## src/rtl/mode_seq_pkg.sv

```systemverilog
// rtl/mode_seq_pkg.sv - shared state encodings and print string selects for the mode sequencer
package mode_seq_pkg;

  localparam int MODE_W = 3;
  localparam int SEL_W  = 4;

  localparam logic [SEL_W-1:0] STR_NONE      = 4'd0;
  localparam logic [SEL_W-1:0] STR_INTRO     = 4'd1;
  localparam logic [SEL_W-1:0] STR_INVALID   = 4'd2;
  localparam logic [SEL_W-1:0] STR_REPORT    = 4'd3;
  localparam logic [SEL_W-1:0] STR_TIMEOUT   = 4'd4;
  localparam logic [SEL_W-1:0] STR_MODE_BASE = 4'd8;

  typedef enum logic [2:0] {
    ST_BANNER,
    ST_IDLE,
    ST_ANNOUNCE,
    ST_EXEC,
    ST_REPORT,
    ST_INVALID,
    ST_TIMEOUT
  } state_e;

  // String owned by a state; STR_NONE means the state does not print.
  function automatic logic [SEL_W-1:0] str_for_state(input state_e st, input logic [MODE_W-1:0] mode);
    logic [SEL_W-1:0] s;
    s = STR_NONE;
    case (st)
      ST_BANNER:   s = STR_INTRO;
      ST_ANNOUNCE: s = STR_MODE_BASE | {1'b0, mode};
      ST_REPORT:   s = STR_REPORT;
      ST_INVALID:  s = STR_INVALID;
      ST_TIMEOUT:  s = STR_TIMEOUT;
      default:     s = STR_NONE;
    endcase
    return s;
  endfunction

endpackage

```

## src/rtl/mode_seq_watchdog.sv

```systemverilog
// rtl/mode_seq_watchdog.sv - EXEC-phase cycle counter, used only with MODE_SEQ_WATCHDOG_EN
module mode_seq_watchdog #(
  parameter int unsigned TIMEOUT_CYCLES = 1000000
) (
  input  logic clk,
  input  logic rst_n,
  input  logic run_i,
  output logic expired_o
);

  localparam logic [23:0] LIMIT = 24'(TIMEOUT_CYCLES - 1);

  logic [23:0] cnt_q, cnt_d;

  // Held at zero outside EXEC, so the first EXEC cycle always sees a count of 0.
  always_comb begin
    cnt_d = '0;
    if (run_i) cnt_d = cnt_q + 24'd1;
  end

  always_ff @(posedge clk or negedge rst_n) begin
    if (!rst_n) cnt_q <= '0;
    else        cnt_q <= cnt_d;
  end

  assign expired_o = run_i && (cnt_q == LIMIT);

endmodule

```

## src/rtl/mode_sequencer.sv

```systemverilog
// rtl/mode_sequencer.sv - command-driven mode sequencer with print handshakes
// Optional watchdog on the EXEC phase when MODE_SEQ_WATCHDOG_EN is defined.
module mode_sequencer
  import mode_seq_pkg::*;
#(
  parameter int          NUM_MODES      = 4,
  parameter int unsigned TIMEOUT_CYCLES = 1000000
) (
  input  logic                 clk,
  input  logic                 rst_n,
  input  logic                 cmd_valid_i,
  input  logic [MODE_W-1:0]    cmd_code_i,
  output logic                 cmd_ready_o,
  output logic [NUM_MODES-1:0] exec_start_o,
  input  logic [NUM_MODES-1:0] exec_done_i,
  output logic [NUM_MODES-1:0] exec_abort_o,
  output logic                 print_req_o,
  output logic [SEL_W-1:0]     print_sel_o,
  input  logic                 print_done_i,
  output logic [MODE_W-1:0]    cur_mode_o,
  output logic                 busy_o,
  output logic                 err_timeout_o
);

  localparam logic [3:0] NUM_MODES_W = 4'(NUM_MODES);

  if (NUM_MODES < 2 || NUM_MODES > 8 || TIMEOUT_CYCLES < 1 || TIMEOUT_CYCLES > 32'hFFFFFF) begin : g_bad_params
    $error("mode_sequencer: parameter out of range");
  end

  state_e                 state_q, state_d;
  logic [MODE_W-1:0]      cur_mode_q, cur_mode_d;
  logic                   print_req_q, print_req_d;
  logic [SEL_W-1:0]       print_sel_q, print_sel_d;
  logic [NUM_MODES-1:0]   exec_start_q, exec_start_d;
  logic                   err_q, err_d;

  logic                   accept, cmd_ok, mode_done, wd_expired;
  logic [NUM_MODES-1:0]   mode_onehot;

  assign accept      = cmd_valid_i && (state_q == ST_IDLE);
  assign cmd_ok      = {1'b0, cmd_code_i} < NUM_MODES_W;
  assign mode_onehot = {{(NUM_MODES-1){1'b0}}, 1'b1} << cur_mode_q;
  assign mode_done   = |(exec_done_i & mode_onehot);

`ifdef MODE_SEQ_WATCHDOG_EN
  mode_seq_watchdog #(.TIMEOUT_CYCLES(TIMEOUT_CYCLES)) u_watchdog (
    .clk       (clk),
    .rst_n     (rst_n),
    .run_i     (state_q == ST_EXEC),
    .expired_o (wd_expired)
  );
`else
  assign wd_expired = 1'b0;
`endif

  always_comb begin
    state_d    = state_q;
    cur_mode_d = cur_mode_q;
    err_d      = err_q;
    case (state_q)
      ST_BANNER:   if (print_done_i) state_d = ST_IDLE;
      ST_IDLE: begin
        if (accept) begin
          if (cmd_ok) begin
            state_d    = ST_ANNOUNCE;
            cur_mode_d = cmd_code_i;
            err_d      = 1'b0;
          end else begin
            state_d = ST_INVALID;
          end
        end
      end
      ST_ANNOUNCE: if (print_done_i) state_d = ST_EXEC;
      ST_EXEC: begin
        // Completion in the expiry cycle takes priority over the timeout.
        if (mode_done) begin
          state_d = ST_REPORT;
        end else if (wd_expired) begin
          state_d = ST_TIMEOUT;
          err_d   = 1'b1;
        end
      end
      ST_REPORT, ST_INVALID, ST_TIMEOUT: if (print_done_i) state_d = ST_IDLE;
      default:     state_d = ST_BANNER;
    endcase

    // Print outputs are registered from the next state so they appear the
    // cycle after a transition and stay constant until print_done.
    print_sel_d  = str_for_state(state_d, cur_mode_d);
    print_req_d  = (print_sel_d != STR_NONE);
    exec_start_d = ((state_d == ST_EXEC) && (state_q != ST_EXEC)) ? mode_onehot : '0;
  end

  always_ff @(posedge clk or negedge rst_n) begin
    if (!rst_n) begin
      state_q      <= ST_BANNER;
      cur_mode_q   <= '0;
      err_q        <= 1'b0;
      print_req_q  <= 1'b0;
      print_sel_q  <= STR_NONE;
      exec_start_q <= '0;
    end else begin
      state_q      <= state_d;
      cur_mode_q   <= cur_mode_d;
      err_q        <= err_d;
      print_req_q  <= print_req_d;
      print_sel_q  <= print_sel_d;
      exec_start_q <= exec_start_d;
    end
  end

  assign cmd_ready_o   = (state_q == ST_IDLE);
  assign busy_o        = (state_q != ST_IDLE);
  assign exec_start_o  = exec_start_q;
  assign exec_abort_o  = (wd_expired && !mode_done) ? mode_onehot : '0;
  assign print_req_o   = print_req_q;
  assign print_sel_o   = print_sel_q;
  assign cur_mode_o    = cur_mode_q;
  assign err_timeout_o = err_q;

endmodule

```

## config.mk

```make
export PLATFORM = sky130hd
export DESIGN_NAME = mode_sequencer
export DESIGN_NICKNAME = d
export VERILOG_FILES = /design/src/rtl/mode_seq_pkg.sv /design/src/rtl/mode_seq_watchdog.sv /design/src/rtl/mode_sequencer.sv
export SDC_FILE = /design/constraint.sdc
export NUM_CORES = 1
export LEC_CHECK = 0
export CORE_UTILIZATION = 44
export DETAILED_ROUTE_END_ITERATION = 6
export PLACE_DENSITY = 0.9
export SYNTH_ARGS = -nofsm -noshare
export SYNTH_HDL_FRONTEND = slang
export SYNTH_SLANG_ARGS = --single-unit
```

## constraint.sdc

```tcl
create_clock -name clk -period 3.1 [get_ports clk]
set_input_delay 0.62 -clock clk [delete_from_list [all_inputs] [get_ports clk]]
set_output_delay 0.62 -clock clk [all_outputs]
set_load 0.02 [all_outputs]
```

==> qor.tcl, run 1 <==
set qor(post_placement_setup_slack_ns) 0.535
set qor(rows) 14
set qor(synth_area_per_inst_um2) 11.5
set qor(worst-setup-path-type) {flop to primary output}
set qor(combinational_family_with_the_most_area_after_synthesis) {simple AND/OR/NAND/NOR gates}
set qor(cts-resized-gates) 0
set qor(slew-limit-headroom_pct) 50.8
set qor(hold_viol_final) 0
set qor(clock_insertion_delay_worst_skew_ns) 0.29
set qor(cts_htree_levels) 1
set qor(port-buffer-count) 24
set qor(synth_enable_flop_cells) 0
set qor(p_leak_nw) 0.458
set qor(instances_no_fill) 107
set qor(final_design_area_no_fill_um2) 1000
set qor(dpl.hpwl_mm) 1.13
set qor(firstDrtPassIters) 4
set qor(maxCapViolations) 0
set qor(worst_setup_path_end_kind) {primary output}
set qor(cts_post_setup_buffers_inserted) 0
set qor(yosys_most_used_dff) {sky130_fd_sc_hd__dfrtp_1}
set qor(critPathArrivalTime_ns) 1.67
set qor(design.core.area_um2) 1540
set qor(die_height_um) 42.9
set qor(flow.area_growth_from_synthesis_pct) 35.8
set qor(synth.ff_latch_count) 15
set qor(synthesis.area_um2) 737
set qor(max_freq_mhz) 437
set qor(worst_path_max_delay_cell) {sky130_fd_sc_hd__clkdlybuf4s50_1}
set qor(clock_skew_ns) 0.00281
set qor(design.die.area_um2) 1840
set qor(setup_ws_ns) 0.811
set qor(setup_total_negative_slack_ns) 0
set qor(crit_fanout) 7
set qor(global_route.usage.total_pct) 17.5
set qor(crit_path_start_kind) {flop}
set qor(post_synth_inst_count) 64
set qor(power_density_nw_per_um2) 842
set qor(rsz0062_at_grt) {no}
set qor(irDropWorstVdd_mv) 0.404
set qor(floorplan.initialDensity_pct) 47.8
set qor(synth.yosys.seq_area_share_pct) 50.9
set qor(diodes) 0
set qor(worst_pin_slew_ns) 0.728
set qor(yosysWarningCount) 0
set qor(finalSetupViolations) 0
set qor(hp-class) {flop to flop}
set qor(first_global_vias) 540
set qor(async_flop_share_pct) 100
set qor(overall_overflow_remaining_after_global_route) 0
set qor(p_total_mw) 0.843
set qor(cp.required_ns) 2.48
set qor(grt_first_pass_wirelength_mm) 2.30
set qor(place.detailed.instances) 103
set qor(critical_path.cell_chain) {nor3b_4 -> clkdlybuf4s50_1}
set qor(post_drt_via_cell_ratio) 5.25
set qor(dr_total_vias) 562
set qor(synth_compound_gate_area_share_pct) 9.00
set qor(cts.path.max_buffers) 2
set qor(status) {complete, no violations}
set qor(crit_path_max_incr_delay_ns) 0.65
set qor(placed_cell_area_um2) 975
set qor(synth-xor-area-share_pct) 0
set qor(io_pins) 30
set qor(antenna_found_initial) 0
set qor(clk_pin_slew_worst_paths_ns) 0.08
set qor(yosysUniqueCellTypes) 28
set qor(layout_worst_path_cycle_share_pct) 73.8
set qor(gpl_wtd_cong) 0.801
set qor(drt-wirelength-per-cell_um) 13.7
set qor(number_of_hold_buffers_added_after_cts) 0
set qor(cts_inserted_buffers) 3
set qor(synth_area_leader_cell) {sky130_fd_sc_hd__dfrtp_1}
set qor(cts_tree) {built}
set qor(route.final.wire_length_mm) 1.47
set qor(tritoncts_num_sinks) 15
set qor(drt-initial-drc-count) 7
set qor(portion_of_netlist_area_occupied_by_mux_cells_pct) 7.98
set qor(final_max_slew_viol_count) 0
set qor(synth.area.top_cells) {sky130_fd_sc_hd__dfrtp_1 (51%), sky130_fd_sc_hd__buf_4 (5.1%), sky130_fd_sc_hd__mux2_2 (4.6%)}
set qor(tmin_final_ns) 2.29
set qor(post_detailed_route_count_of_antenna_violating_nets) 0
set qor(layout_cells_sized_above_1_pct) 14.3
set qor(synth-simple-area-share_pct) 25.0
set qor(final_net_count) 103
set qor(cts_root_buf) {sky130_fd_sc_hd__clkbuf_4}
set qor(yosys.area_share.adder_pct) 0
set qor(drc_violations_left) 0
set qor(synthDominantCellAreaShare_pct) 50.9
set qor(die_width_um) 42.9
set qor(grt_max_degree) 16
-- worst max-delay path: cells and delay by family (launching register included) --
| kind | cells | cell delay [ns] |
|---|---|---|
| and+or+nand+nor | 1 | 0.27 |
| buffers and inverters | 1 | 0.65 |
| DFF | 1 | 0.47 |
-- where the power goes --
group / switching, mW / total, mW / leakage [nW] / internal (mW)
registers: 0.0644 / 0.314 / 0.196 / 0.249
logic: 0.203 / 0.418 / 0.248 / 0.215
clock network: 0.0607 / 0.111 / 0.0150 / 0.0501
-- cells in the mapped netlist (2+ instances only) --
cell                       count
sky130_fd_sc_hd__nor2_1        7
sky130_fd_sc_hd__and2_1        2
sky130_fd_sc_hd__inv_1         3
sky130_fd_sc_hd__nand3b_1      2
sky130_fd_sc_hd__mux2_2        3
sky130_fd_sc_hd__dfrtp_1      15
sky130_fd_sc_hd__nor2b_1       2
sky130_fd_sc_hd__nand2_1       3
sky130_fd_sc_hd__a32oi_1       2
sky130_fd_sc_hd__nor3b_1       2
sky130_fd_sc_hd__buf_4         5
sky130_fd_sc_hd__or2_2         2
-- layout by cell type, fill, tap and decap left out, types with 2 or more instances in the layout --
cell type / n
sky130_fd_sc_hd__nor3b_1: 2
sky130_fd_sc_hd__a32oi_1: 2
sky130_fd_sc_hd__nor2_1: 7
sky130_fd_sc_hd__or2_2: 2
sky130_fd_sc_hd__dfrtp_1: 15
sky130_fd_sc_hd__mux2_2: 3
sky130_fd_sc_hd__clkbuf_4: 3
sky130_fd_sc_hd__and2_1: 2
sky130_fd_sc_hd__nand2_1: 3
sky130_fd_sc_hd__conb_1: 5
sky130_fd_sc_hd__nor2b_1: 2
sky130_fd_sc_hd__inv_1: 3
sky130_fd_sc_hd__clkdlybuf4s50_1: 24
sky130_fd_sc_hd__nand3b_1: 2
-- layer usage --
metal | up-vias | wire length, µm | part of all wire [%] | global-route usage, %
met5 | - | 0 | 0 | 0
met4 | 0 | 23 | 1.6 | 9.38
met3 | 4 | 99 | 6.8 | 5.53
met2 | 18 | 747 | 51 | 30.3
met1 | 272 | 595 | 41 | 18.6
li1 | 268 | - | - | -
-- cell families after synthesis --
| logic type | after synthesis |
|---|---|
| other cells | 1 |
| compound gates | 7 |
| simple gates | 28 |
| flops | 15 |
| mux | 5 |
| buf+inv | 8 |
-- final timing paths --
| kind | startpoint | cells after the start | slack, ns | to |
|---|---|---|---|---|
| hold / removal | cur_mode_o[1]$_DFF_PN0_ | 1 | 0.58 | exec_start_o[0]$_DFF_PN0_ |
| setup reg to reg | cur_mode_o[0]$_DFF_PN0_ | 5 | 1.00 | print_sel_o[1]$_DFF_PN0_ |
| min in group asynchronous | rst_n | 1 | 0.73 | exec_start_o[0]$_DFF_PN0_ |
| max in group asynchronous | rst_n | 1 | 1.95 | state_q[1]$_DFF_PN0_ |
| hold reg to reg | cur_mode_o[1]$_DFF_PN0_ | 1 | 0.58 | exec_start_o[0]$_DFF_PN0_ |
| setup / recovery | state_q[2]$_DFF_PN0_ | 2 | 0.81 | cmd_ready_o |
-- flip-flops by register name (all words and copies together), names as in the netlist --
name          flops
print_sel_o       4
state_q           3
cur_mode_o        3
exec_start_o      4
print_req_o       1
-- cell type report --
cell class	count	area, µm²
Fill cell	123	541
Timing Repair Buffer	24	240
Clock buffer	4	26.3
Tap cell	16	20.0
Multi-Input combinational cell	45	328
Sequential cell	15	375
Inverter	3	11.3
-- metrics by stage --
stage          hold WS, ns  utilization, %
2_1_floorplan        0.324               -
6_report             0.575            64.9
5_1_grt              0.620            64.9
4_1_cts              0.577            64.9
3_3_place_gp         0.560            63.2
3_5_place_dp         0.566            63.2
No activity file was read; power rests on OpenSTA's default activity.
==> run 2: changes to the inputs <==
--- a/config.mk
+++ b/config.mk
@@ -5,9 +5,9 @@
 export SDC_FILE = /design/constraint.sdc
 export NUM_CORES = 1
 export LEC_CHECK = 0
-export CORE_UTILIZATION = 44
+export CORE_UTILIZATION = 37
 export DETAILED_ROUTE_END_ITERATION = 6
-export PLACE_DENSITY = 0.9
+export PLACE_DENSITY = 0.81
 export SYNTH_ARGS = -nofsm -noshare
 export SYNTH_HDL_FRONTEND = slang
 export SYNTH_SLANG_ARGS = --single-unit
==> constraint.sdc (replaced) <==
create_clock -name clk -period 1.9 [get_ports clk]
set_input_delay 0.38 -clock clk [delete_from_list [all_inputs] [get_ports clk]]
set_output_delay 0.38 -clock clk [all_outputs]
set_load 0.02 [all_outputs]
==> qor.tcl, run 2 (synthesis results as in run 1) <==
set qor(clock_insertion_delay_worst_skew_ns) 0.28 ;# about the same
set qor(instances_no_fill) 123 ;# +15%
set qor(cts_inserted_buffers) 3 ;# unchanged
set qor(first_global_vias) 536 ;# -0.74%
set qor(antenna_found_initial) 0 ;# unchanged
set qor(layout_cells_sized_above_1_pct) 24.5 ;# +10 points
set qor(floorplan.initialDensity_pct) 40.9 ;# -6.9 points
set qor(cts.path.max_buffers) 2 ;# unchanged
set qor(post_drt_via_cell_ratio) 4.81 ;# -8.4%
set qor(design.core.area_um2) 1800 ;# +17%
set qor(place.detailed.instances) 119 ;# +16%
set qor(crit-reg2reg-capture) {print_sel_o[1]$_DFF_PN0_}
set qor(hp-class) {primary input to async pin}
set qor(setup_ws_ns) -0.0129 ;# -0.824 ns
set qor(grt_max_degree) 16 ;# unchanged
set qor(timing.hold.ws_ns) 0.402 ;# -0.174 ns
set qor(die_width_um) 46.6 ;# +8.6%
set qor(layout_worst_path_cycle_share_pct) 101
set qor(port-buffer-count) 24 ;# unchanged
set qor(io_pins) 30 ;# unchanged
set qor(grt_first_pass_wirelength_mm) 2.28 ;# -0.87%
set qor(global_route.usage.total_pct) 15.6 ;# -1.9 points
set qor(cts_root_buf) {sky130_fd_sc_hd__clkbuf_4}
set qor(dr_total_vias) 592 ;# +5.3%
set qor(final_cell_mix) {sky130_fd_sc_hd__clkdlybuf4s50_1 (20), sky130_fd_sc_hd__dfrtp_1 (13), sky130_fd_sc_hd__nor2_1 (7), sky130_fd_sc_hd__buf_4 (7), sky130_fd_sc_hd__conb_1 (5)}
set qor(number_of_hold_buffers_added_after_cts) 0 ;# unchanged
set qor(firstDrtPassIters) 3 ;# -1
set qor(rsz0062_at_grt) {yes}
set qor(finalSetupViolations) 1 ;# +1
set qor(drt-initial-drc-count) 20 ;# +13
set qor(post_detailed_route_count_of_antenna_violating_nets) 0 ;# unchanged
set qor(timing.reg2reg.worst_path_depth) 5 ;# unchanged
set qor(critPathArrivalTime_ns) 2.11 ;# +0.44 ns
set qor(portion_of_total_power_attributed_to_sequential_cells_pct) 33.9 ;# -3.3 points
set qor(flow.area_growth_from_synthesis_pct) 47.7
set qor(proportion_of_total_power_due_to_net_switching_pct) 39.3 ;# +0.26 points
set qor(diodes) 0 ;# unchanged
set qor(irDropWorstVdd_mv) 0.694 ;# +72%
set qor(final_net_count) 110 ;# +6.8%
set qor(p_clk_share_pct) 12.4 ;# -0.7 points
set qor(drc_violations_left) 0 ;# unchanged
set qor(internal-power_mw) 0.888 ;# +73%
set qor(failed_checks) {setup timing}
set qor(net-switching-power_mw) 0.574 ;# +75%
set qor(rows) 15 ;# +1
set qor(power_density_nw_per_um2) 1340 ;# +60%
set qor(overall_overflow_remaining_after_global_route) 0 ;# unchanged
set qor(route.final.wire_length_mm) 1.58 ;# +7.6%
set qor(setup_total_negative_slack_ns) -0.0129 ;# -0.0129 ns
set qor(clock_skew_ns) 0.00200 ;# -0.000801 ns
set qor(reg2reg_from) {cur_mode_o[0]$_DFF_PN0_}
set qor(dpl.hpwl_mm) 1.18 ;# +3.6%
set qor(die_height_um) 46.6 ;# +8.6%
set qor(status) {finished, violations left}
set qor(cts_htree_levels) 1 ;# unchanged
set qor(worst_setup_path_end_kind) {flop}
set qor(gpl_wtd_cong) 0.819 ;# +2.3%
set qor(p_leak_nw) 0.522 ;# +14%
set qor(design.die.area_um2) 2170 ;# +18%
set qor(cts_tree) {built}
set qor(worst-setup-path-type) {primary input to flop}
set qor(final_common_cell) {sky130_fd_sc_hd__clkdlybuf4s50_1}
set qor(drt-wirelength-per-cell_um) 12.8 ;# -6.4%
set qor(max_freq_mhz) 523
set qor(maxCapViolations) 0 ;# unchanged
set qor(power_frac_comb_pct) 53.7 ;# +4.1 points
set qor(clk_pin_slew_worst_paths_ns) 0.09 ;# about the same
set qor(regToRegSetupSlack_ns) 0.05 ;# -0.95 ns
set qor(tritoncts_num_sinks) 15 ;# unchanged
set qor(crit_fanout) 3 ;# -4
set qor(tmin_final_ns) 1.91
set qor(cp.required_ns) 2.10 ;# -0.38 ns
set qor(hold_viol_final) 0 ;# unchanged
set qor(final_max_slew_viol_count) 0 ;# unchanged
set qor(crit_path_start_kind) {primary input}
## run 2: through the flow
step	total power [mW]	area [µm²]	worst slack (ns)	utilization [%]
detailed placement	1.28	1050	-0.277	58.1
global placement	1.27	1050	-0.234	58.1
floorplan	0.951	761	0.0188	-
global route	1.55	1090	-0.0403	60.4
finish	1.46	1090	-0.0129	60.4
CTS	1.45	1070	0.0115	59.5
## run 2: per-layer routing
metal	vias up	track usage (%)	wire length [µm]
met4	0	6.86	0
li1	284	-	-
met3	0	4.71	81
met5	-	0	0
met1	290	18.5	688
met2	18	25.8	806
## run 2: critical path, cell delays in order
cell	delay (ns)
sky130_fd_sc_hd__clkdlybuf4s50_1	0.43
sky130_fd_sc_hd__mux2_4	0.31
sky130_fd_sc_hd__a221oi_4	0.26
sky130_fd_sc_hd__or3b_4	0.17
sky130_fd_sc_hd__or3b_4	0.38
sky130_fd_sc_hd__o31ai_2	0.18
## run 2: final cells by class
type                            count  area, µm²
Clock buffer                        3       22.5
Clock inverter                      1       5.00
Fill cell                         151        713
Inverter                            3       11.3
Multi-Input combinational cell     45        345
Sequential cell                    15        378
Tap cell                           25       31.3
Timing Repair Buffer               31        295
## run 2: what timing repair did
item                                   CTS  global route
endpoints found under the hold margin    0             0
setup endpoints to repair                2             1
gates resized for setup                  2             3
buffers inserted                         0             0
## run 2: worst max path at each step
stage | from | end | slack (ns) | cells after the start
final | exec_done_i[2] | print_sel_o[1]$_DFF_PN0_ | -0.01 | 6
after global routing | exec_done_i[2] | print_sel_o[1]$_DFF_PN0_ | -0.04 | 6
after CTS | exec_done_i[2] | print_sel_o[1]$_DFF_PN0_ | 0.01 | 6
after detailed placement | exec_done_i[0] | print_sel_o[1]$_DFF_PN0_ | -0.28 | 6
after global placement | exec_done_i[0] | print_sel_o[1]$_DFF_PN0_ | -0.23 | 6
after floorplan | state_q[1]$_DFF_PN0_ | print_sel_o[1]$_DFF_PN0_ | 0.02 | 5
## run 2: power groups by stage
stage               clock [mW]  combinational [mW]  sequential [mW]
finish                   0.182               0.785            0.495
global route             0.204               0.840            0.505
global placement             0               0.772            0.497
CTS                      0.188               0.770            0.493
detailed placement           0               0.785            0.499
floorplan                    0               0.369            0.582
==> run 3: changes to the inputs <==
--- a/config.mk
+++ b/config.mk
@@ -5,8 +5,10 @@
 export SDC_FILE = /design/constraint.sdc
 export NUM_CORES = 1
 export LEC_CHECK = 0
+export CORE_MARGIN = 4
 export CORE_UTILIZATION = 37
 export DETAILED_ROUTE_END_ITERATION = 6
+export HOLD_SLACK_MARGIN = 0.12
 export PLACE_DENSITY = 0.81
 export SYNTH_ARGS = -nofsm -noshare
 export SYNTH_HDL_FRONTEND = slang
==> qor.tcl, run 3 (synthesis results as in run 1) <==
set qor(crit_path_start_kind) {primary input}
set qor(layout_worst_path_cycle_share_pct) 99.4 ;# -1.2 points
set qor(design.core.area_um2) 1800 ;# unchanged
set qor(tritoncts_num_sinks) 15 ;# unchanged
set qor(finalSetupViolations) 0 ;# -1
set qor(grt_first_pass_wirelength_mm) 2.47 ;# +8.5%
set qor(portion_of_total_power_attributed_to_sequential_cells_pct) 34.0 ;# about the same
set qor(final_design_area_no_fill_um2) 1080 ;# -0.92%
set qor(timing.hold.ws_ns) 0.478 ;# +0.0764 ns
set qor(timing.reg2reg.worst_path_depth) 5 ;# unchanged
set qor(clock_insertion_delay_worst_skew_ns) 0.28 ;# about the same
set qor(place.detailed.instances) 118 ;# -0.84%
set qor(p_leak_nw) 0.495 ;# -5.1%
set qor(worst_pin_slew_ns) 0.622
set qor(status) {complete, no violations}
set qor(route.final.wire_length_mm) 1.50 ;# -4.9%
set qor(final_max_slew_viol_count) 0 ;# unchanged
set qor(worst_setup_path_end_kind) {flop}
set qor(hold_viol_final) 0 ;# unchanged
set qor(power_density_nw_per_um2) 1350 ;# +0.21%
set qor(max_freq_mhz) 529 ;# +1.2%
set qor(cts_post_setup_buffers_inserted) 0 ;# unchanged
set qor(cts_inserted_buffers) 3 ;# unchanged
set qor(net-switching-power_mw) 0.563 ;# -1.9%
set qor(worst-setup-path-type) {primary input to flop}
set qor(layout_cells_sized_above_1_pct) 23.7 ;# -0.78 points
set qor(die_width_um) 52.6 ;# +13%
set qor(overall_overflow_remaining_after_global_route) 0 ;# unchanged
set qor(drc_violations_left) 0 ;# unchanged
set qor(grt_max_degree) 16 ;# unchanged
set qor(worst_path_max_delay_cell) {sky130_fd_sc_hd__clkdlybuf4s50_1}
set qor(cts_root_buf) {sky130_fd_sc_hd__clkbuf_4}
set qor(crit_path_max_incr_delay_ns) 0.41 ;# -0.02 ns
set qor(tmin_final_ns) 1.89 ;# -0.0234 ns
set qor(slew-limit-headroom_pct) 58.4
set qor(p_clk_share_pct) 12.5 ;# about the same
set qor(setup_ws_ns) 0.0105 ;# +0.0234 ns
set qor(post_placement_setup_slack_ns) -0.284 ;# -0.00702 ns
set qor(cts.path.max_buffers) 2 ;# unchanged
set qor(placed_cell_area_um2) 1040 ;# -0.72%
set qor(design.die.area_um2) 2770 ;# +27%
set qor(antenna_found_initial) 0 ;# unchanged
set qor(cts_htree_levels) 1 ;# unchanged
set qor(io_pins) 30 ;# unchanged
set qor(cp_common_cell) {sky130_fd_sc_hd__or3b_4}
set qor(critical_path.cell_chain) {clkdlybuf4s50_1 -> mux2_4 -> a221oi_4 -> or3b_4 -> or3b_4 -> o31ai_2}
set qor(final_common_cell) {sky130_fd_sc_hd__clkdlybuf4s50_1}
set qor(critPathArrivalTime_ns) 2.09 ;# -0.02 ns
set qor(global_route.usage.total_pct) 12.4 ;# -3.2 points
set qor(p_total_mw) 1.45 ;# -0.72%
set qor(cts_tree) {built}
set qor(clk_pin_slew_worst_paths_ns) 0.09 ;# about the same
set qor(port-buffer-count) 24 ;# unchanged
set qor(gpl_wtd_cong) 0.770 ;# -6.0%
set qor(number_of_hold_buffers_added_after_cts) 0 ;# unchanged
set qor(clock_skew_ns) 0.00581 ;# +0.00380 ns
set qor(drt-initial-drc-count) 7 ;# -65%
set qor(firstDrtPassIters) 4 ;# +1
set qor(floorplan.initialDensity_pct) 40.9 ;# unchanged
set qor(diodes) 0 ;# unchanged
set qor(instances_no_fill) 122 ;# -0.81%
set qor(rsz0062_at_grt) {yes}
set qor(internal-power_mw) 0.889 ;# about the same
set qor(die_height_um) 52.6 ;# +13%
set qor(proportion_of_total_power_due_to_net_switching_pct) 38.8 ;# -0.48 points
set qor(dpl.hpwl_mm) 1.23 ;# +4.7%
set qor(final_net_count) 109 ;# -0.91%
set qor(irDropWorstVdd_mv) 0.763 ;# +9.9%
set qor(maxCapViolations) 0 ;# unchanged
set qor(crit_fanout) 3 ;# unchanged
set qor(drt-wirelength-per-cell_um) 12.3 ;# -4.2%
set qor(post_detailed_route_count_of_antenna_violating_nets) 0 ;# unchanged
set qor(first_global_vias) 545 ;# +1.7%
set qor(hp-class) {primary input to async pin}
set qor(dr_total_vias) 576 ;# -2.7%
set qor(flow.area_growth_from_synthesis_pct) 46.3
set qor(post_drt_via_cell_ratio) 4.72 ;# -1.9%
set qor(final_cell_mix) {sky130_fd_sc_hd__clkdlybuf4s50_1 (22), sky130_fd_sc_hd__dfrtp_1 (13), sky130_fd_sc_hd__nor2_1 (7), sky130_fd_sc_hd__buf_4 (6), sky130_fd_sc_hd__conb_1 (5)}
set qor(cp.required_ns) 2.10 ;# about the same
set qor(power_frac_comb_pct) 53.5 ;# -0.2 points
set qor(rows) 15 ;# unchanged
[run 3: cell count changes in the layout (fill, tap and decap cells not counted)]
cell	change
sky130_fd_sc_hd__buf_4	-1
sky130_fd_sc_hd__clkdlybuf4s50_1	+2
sky130_fd_sc_hd__clkinv_2	-1
sky130_fd_sc_hd__clkinvlp_4	+1
sky130_fd_sc_hd__dlymetal6s2s_1	-2
[run 3: through the flow]
step / utilization (%) / setup TNS [ns]
4_1_cts: 59.2 / 0
3_5_place_dp: 57.7 / -0.863
2_1_floorplan: - / 0
6_report: 59.9 / 0
3_3_place_gp: 57.7 / -0.716
5_1_grt: 59.9 / -0.00520
[run 3: metal layers]
layer  vias to the layer above  wire, µm  track usage (%)
met3                         2       104             5.41
met5                         -         0                0
met4                         0         8             3.83
met2                        18       762             20.0
met1                       276       623             14.7
li1                        280         -                -
[run 3: worst paths after layout]
kind,slack (ns),endpoint,start
worst max-delay path,0.01,print_sel_o[1]$_DFF_PN0_,exec_done_i[0]
worst min-delay path,0.48,exec_start_o[3]$_DFF_PN0_,rst_n
worst max register to register,0.05,print_sel_o[1]$_DFF_PN0_,cur_mode_o[0]$_DFF_PN0_
worst min register to register,0.61,exec_start_o[2]$_DFF_PN0_,cur_mode_o[0]$_DFF_PN0_
max in group asynchronous,0.98,state_q[1]$_DFF_PN0_,rst_n
min in group clk,0.61,exec_start_o[2]$_DFF_PN0_,cur_mode_o[0]$_DFF_PN0_
[run 3: what timing repair did]
| item | in CTS | in global routing |
|---|---|---|
| endpoints found under the hold margin | 0 | 0 |
| endpoints found under the setup margin | 2 | 1 |
| gates resized for setup | 2 | 1 |
[run 3: worst max-delay path, delay by kind of cell]
kind / cells / cell delay [ns]
and+or+nand+nor: 2 / 0.56
AOI/OAI and AO/OA: 2 / 0.45
buffers and inverters: 1 / 0.41
muxes: 1 / 0.29
[run 3: final cells by class]
type                            count  area (µm²)
Clock buffer                        3        22.5
Clock inverter                      1        7.51
Fill cell                         161         723
Inverter                            3        11.3
Multi-Input combinational cell     45         345
Sequential cell                    15         378
Tap cell                           25        31.3
Timing Repair Buffer               30         283
[run 3: power by group through the flow]
stage	clock network, mW	logic (mW)	registers (mW)
2_1_floorplan	0	0.369	0.582
3_3_place_gp	0	0.773	0.499
3_5_place_dp	0	0.781	0.500
4_1_cts	0.187	0.764	0.494
5_1_grt	0.210	0.839	0.507
6_report	0.182	0.776	0.494
